`config.mk`:
```
export PLATFORM = sky130hd
export DESIGN_NAME = iadc_conv_ctrl
export DESIGN_NICKNAME = d
export VERILOG_FILES = /design/src/rtl/iadc_ctrl_pkg.sv /design/src/rtl/iadc_conv_ctrl.sv
export SDC_FILE = /design/constraint.sdc
export NUM_CORES = 1
export LEC_CHECK = 0
export CAP_MARGIN = 10
export CORE_AREA = 2 2 55 67
export CTS_BUF_LIST = sky130_fd_sc_hd__clkbuf_2 sky130_fd_sc_hd__clkbuf_4 sky130_fd_sc_hd__clkbuf_8
export DETAILED_ROUTE_END_ITERATION = 10
export DIE_AREA = 0 0 57 69
export PLACE_DENSITY = 0.77
export SYNTH_ARGS = -nofsm -noshare
export SYNTH_HDL_FRONTEND = slang
export SYNTH_SLANG_ARGS = --single-unit
```
`constraint.sdc`:
```
create_clock -name i_clk -period 1.6 [get_ports i_clk]
set_input_delay 0.4 -clock i_clk [delete_from_list [all_inputs] [get_ports i_clk]]
set_output_delay 0.4 -clock i_clk [all_outputs]
set_load 0.005 [all_outputs]
```
`src/rtl/iadc_ctrl_pkg.sv`:
```
// Shared types and defaults for the incremental-ADC conversion controller.
package iadc_ctrl_pkg;

    typedef enum logic [1:0] {
        IDLE    = 2'd0,
        RESET   = 2'd1,
        CONVERT = 2'd2
    } conv_state_t;

    localparam int DEF_DATA_W = 12;
    localparam int DEF_OSR    = 512;

endpackage

```
`src/rtl/iadc_conv_ctrl.sv`:
```
// Conversion sequencer for the sinc decimation filter: holds the filter in
// reset between conversions, waits for its new_data strobe, captures the
// result and offers it downstream on a valid/ready handshake.
module iadc_conv_ctrl
    import iadc_ctrl_pkg::*;
#(
    parameter int DATA_W     = DEF_DATA_W,
    parameter int RST_CYCLES = 2,
    parameter int TIMEOUT    = 1024
) (
    input  logic              i_clk,
    input  logic              i_rst,
    input  logic              i_start,
    input  logic              i_continuous,
    input  logic              i_abort,
    input  logic              i_clr_status,
    input  logic [DATA_W-1:0] i_filt_data,
    input  logic              i_filt_new_data,
    output logic              o_filt_rst_n,
    output logic              o_busy,
    output logic [DATA_W-1:0] o_result,
    output logic              o_result_valid,
    input  logic              i_result_ready,
    output logic              o_overrun,
    output logic              o_timeout
);

    localparam int RC_W = $clog2(RST_CYCLES + 1);
    localparam int WD_W = $clog2(TIMEOUT + 1);
    localparam logic [RC_W-1:0] RC_LAST = RC_W'(RST_CYCLES - 1);
    localparam logic [WD_W-1:0] WD_LAST = WD_W'(TIMEOUT - 1);

    conv_state_t       r_state;
    logic [RC_W-1:0]   r_rst_cnt;
    logic [WD_W-1:0]   r_wdog;
    logic              r_filt_rst_n;
    logic              r_busy;
    logic [DATA_W-1:0] r_result;
    logic              r_result_valid;
    logic              r_overrun;
    logic              r_timeout;

    logic w_capture;
    logic w_expire;

    // Abort discards an in-flight conversion, so it also suppresses capture
    // and watchdog expiry; a strobe on the expiry cycle still captures.
    assign w_capture = (r_state == CONVERT) && i_filt_new_data && !i_abort;
    assign w_expire  = (r_state == CONVERT) && !i_filt_new_data && !i_abort &&
                       (r_wdog == WD_LAST);

    // Sequencer: state, reset/watchdog counters and registered control outputs
    always_ff @(posedge i_clk) begin
        if (i_rst) begin
            r_state      <= IDLE;
            r_rst_cnt    <= '0;
            r_wdog       <= '0;
            r_filt_rst_n <= 1'b0;
            r_busy       <= 1'b0;
        end else if (i_abort) begin
            r_state      <= IDLE;
            r_filt_rst_n <= 1'b0;
            r_busy       <= 1'b0;
        end else begin
            case (r_state)
                IDLE: begin
                    r_filt_rst_n <= 1'b0;
                    if (i_start) begin
                        r_state   <= RESET;
                        r_rst_cnt <= '0;
                        r_busy    <= 1'b1;
                    end
                end
                RESET: begin
                    if (r_rst_cnt == RC_LAST) begin
                        r_state      <= CONVERT;
                        r_wdog       <= '0;
                        r_filt_rst_n <= 1'b1;
                    end else begin
                        r_rst_cnt <= r_rst_cnt + 1'b1;
                    end
                end
                CONVERT: begin
                    if (w_capture) begin
                        r_filt_rst_n <= 1'b0;
                        if (i_continuous) begin
                            r_state   <= RESET;
                            r_rst_cnt <= '0;
                        end else begin
                            r_state <= IDLE;
                            r_busy  <= 1'b0;
                        end
                    end else if (w_expire) begin
                        r_state      <= IDLE;
                        r_filt_rst_n <= 1'b0;
                        r_busy       <= 1'b0;
                    end else begin
                        r_wdog <= r_wdog + 1'b1;
                    end
                end
                default: begin
                    r_state      <= IDLE;
                    r_filt_rst_n <= 1'b0;
                    r_busy       <= 1'b0;
                end
            endcase
        end
    end

    // Result holding register and downstream valid/ready handshake
    always_ff @(posedge i_clk) begin
        if (i_rst) begin
            r_result       <= '0;
            r_result_valid <= 1'b0;
        end else if (w_capture) begin
            r_result       <= i_filt_data;
            r_result_valid <= 1'b1;
        end else if (r_result_valid && i_result_ready) begin
            r_result_valid <= 1'b0;
        end
    end

    // Sticky status flags; a set event on the same edge beats the clear
    always_ff @(posedge i_clk) begin
        if (i_rst) begin
            r_overrun <= 1'b0;
            r_timeout <= 1'b0;
        end else begin
            if (w_capture && r_result_valid && !i_result_ready) begin
                r_overrun <= 1'b1;
            end else if (i_clr_status) begin
                r_overrun <= 1'b0;
            end
            if (w_expire) begin
                r_timeout <= 1'b1;
            end else if (i_clr_status) begin
                r_timeout <= 1'b0;
            end
        end
    end

    assign o_filt_rst_n   = r_filt_rst_n;
    assign o_busy         = r_busy;
    assign o_result       = r_result;
    assign o_result_valid = r_result_valid;
    assign o_overrun      = r_overrun;
    assign o_timeout      = r_timeout;

endmodule

```
==> flow_summary_export.csv <==
group,metric,value,unit
global_route,antenna_found_initial,0,
clock_network,clk_pin_slew_worst_paths,0.07,ns
layout,seq_area,644,um^2
routing,drt-initial-drc-count,37,
timing,setup_slack,-0.112,ns
yosys,syn_avg_cell_area,8.42,um^2
routing,drt-pass1-iter-count,4,
run_status,status,"finished, violations left",
timing,fmax,584,MHz
critical_path,path_max_fanout,4,
critical_path,slowest_delay,0.42,ns
clock_network,root_buffer,"clkbuf_8",
run_status,failed_checks,"setup timing",
place,routabilityCongestion,0.831,
critical_path,setup.worst_path.end_class,"register",
yosys,seq_area_frac_synth,44.5,%
clock_network,cts_sinks,32,
global_route,globalRoute.totalOverflow,0,
yosys,synth-async-reset-ratio,0,%
min_path,hp-class,"register to register",
place,portBuffers,36,
place,placed_area,2080,um^2
routing,routed-via-count,1457,
floorplanning,io_pins,37,
clock_network,hold_buffers,0,
floorplanning,die-area,3930,um^2
timing,worstMarginPinSlew,0.500,ns
routing,drc_errors,0,
timing,maxSlewHeadroom,66.4,%
yosys,synth_edf_count,0,
critical_path,start_kind,"register",
global_route,grt_pass1_vias,1416,
global_route,grtUsageTotal,20.3,%
layout,antenna_cells,0,
layout,stdcell_count,278,
routing,ant_nets,0,
yosys,ys_ff_latch,32,
layout,area_growth,59.1,%
flow_run,maxCapViolCount,0,
global_route,grt_max_degree,17,
yosys,syn_inst,171,
yosys,synth_ff_type,"dfxtp_1",
layout,fin_area,2290,um^2
layout,postLayoutCoreUtil,69.8,%
yosys,netlist_area,1440,um^2
timing,rsz0062_at_grt,"yes",
clock_network,cts_buffer_depth,2,
critical_path,crit_slowest_cell,"a2111o_1",
floorplanning,die_w,57,um
floorplanning,initial_utilization,43.9,%
layout,nNetsFinal,262,
power,irDropWorstVdd,0.698,mV
floorplanning,rows,23,
timing,setup_viol,8,
layout,num-fill-cells,258,
timing,timing.final.crit_period,1.71,ns
critical_path,path_class,"register to register",
clock_network,tritoncts,"built",
critical_path,crit_chain,"or3b_4 > a2111o_1 > a211oi_2 > xnor2_1 > nor2_1",
yosys,yosys_warnings,0,
routing,wl_per_cell,13.9,um
yosys,syn-num-nets,193,
yosys,ys_types,32,
layout,layout-drive-gt1-share,25.7,%
min_path,hold_depth,2,
timing,skew,0.00438,ns
place,dp.cells,268,
critical_path,r2r_cells,5,
timing,maxSlewViolCount,0,
routing,wl,3850,um
floorplanning,die_h,69,um
floorplanning,core,3280,um^2
timing,min_period_over_period,107,%
global_route,grt_first_pass_wirelength,6240,um
power,power.density,741,nW/um^2
layout,multi_input_area,843,um^2
clock_network,cts_buffers,5,
routing,via_per_inst,5.24,
critical_path,critPathArrivalTime,1.89,ns
power,leakagePower,0.783,nW
place,dp_hpwl,2720,um
clock_network,htree_levels,2,
timing,final_hold_viol_count,0,
clock_network,insertion_delay,0.29,ns
critical_path,required,1.78,ns
[cell usage in the layout, fill, tap and decap left out, types with 3 or more instances in the layout]
master / count
a211oi_2: 4
a21oi_1: 16
buf_4: 28
buf_6: 3
clkbuf_8: 5
clkdlybuf4s50_1: 34
dfxtp_1: 29
dfxtp_2: 3
inv_1: 6
nand2_1: 27
nand2b_1: 6
nand3_1: 6
nand3b_1: 3
nand4b_1: 3
nor2_1: 16
nor3_1: 4
nor3b_1: 3
xnor2_1: 9
[stage by stage]
| step | TNS, ns | hold slack (ns) | total power, W | setup slack (ns) |
|---|---|---|---|---|
| floorplan | -0.381 | 0.453 | 0.000855 | -0.133 |
| global placement | -12.06 | 0.442 | 0.000933 | -0.558 |
| detailed placement | -12.76 | 0.447 | 0.000934 | -0.611 |
| CTS | -0.493 | 0.455 | 0.00171 | -0.107 |
| global route | -1.08 | 0.482 | 0.00177 | -0.146 |
| finish | -0.270 | 0.452 | 0.00170 | -0.112 |
[critical path: cells and delay by family, from the launching register on]
family,cells,cell delay (ns)
xor gates and xnor gates,1,0.14
AOI/OAI and AO/OA,2,0.68
DFF,1,0.33
and+or+nand+nor,2,0.45
[Yosys cell counts (4+ instances only)]
| master | instances | area (um^2) |
|---|---|---|
| nand2b_1 | 6 | 37.5 |
| dfxtp_1 | 32 | 641 |
| nor3_1 | 4 | 20.0 |
| clkbuf_1 | 6 | 22.5 |
| xnor2_1 | 9 | 78.8 |
| inv_1 | 6 | 22.5 |
| nand2_1 | 27 | 101 |
| nand3_1 | 6 | 30.0 |
| a211oi_1 | 5 | 37.5 |
| nor2_1 | 16 | 60.1 |
| a21oi_1 | 18 | 90.1 |
[registers in the layout, summed over array words and instances, names as in the netlist, 2 cells and up]
name	cells
r_wdog	11
r_rst_cnt	2
o_result	12
r_state	2
[area by class of cell]
cell class | instances | area share (%)
clock inverter | 3 | 1.86
multi-input combinational | 127 | 36.8
clock buffer | 5 | 3.00
timing repair buffer | 68 | 27.2
sequential | 32 | 28.1
inverter | 6 | 0.983
tap | 37 | 2.02
[final timing paths]
path | end | slack (ns) | from
hold / removal | o_result[0] | 0.45 | o_result[0]
setup / recovery | r_wdog[7] | -0.11 | r_state[1]
hold reg to reg | o_result[0] | 0.45 | o_result[0]
setup reg to reg | r_wdog[7] | -0.11 | r_state[1]
[per-layer routing]
layer  track usage [%]  vias to the layer above  routed length (um)  part of all wire [%]
li1                  -                      729                   -                     -
met1              22.6                      685                1550                    40
met2              32.4                       36                2020                    52
met3              8.26                        7                 218                   5.7
met4              11.1                        0                  68                   1.8
met5                 0                        -                   0                     0
[what timing repair did]
action | 4_1_cts | 5_1_grt
resized for setup | 9 | 14
buffers inserted | 1 | 1
pin swaps | 8 | 7
hold endpoints to repair | 0 | 0
endpoints found under the setup margin | 27 | 17
[kinds of logic after synthesis]
| logic type | count (synthesis) | synth area share (%) |
|---|---|---|
| simple gates | 80 | 28.7 |
| fa+ha+maj | 2 | 1.74 |
| buf+inv | 12 | 3.13 |
| flops | 32 | 44.5 |
| xor+xnor | 9 | 5.47 |
| compound gates | 34 | 15.1 |
| mux | 2 | 1.39 |
[report_power, final]
part	internal (W)	leakage (nW)	switching, W
clock network	0.000460	0.0541	0.000317
logic	0.0000712	0.469	0.0000471
registers	0.000800	0.259	0.00000258
total	0.00133	0.783	0.000367
(Power assumes the default switching activity.)
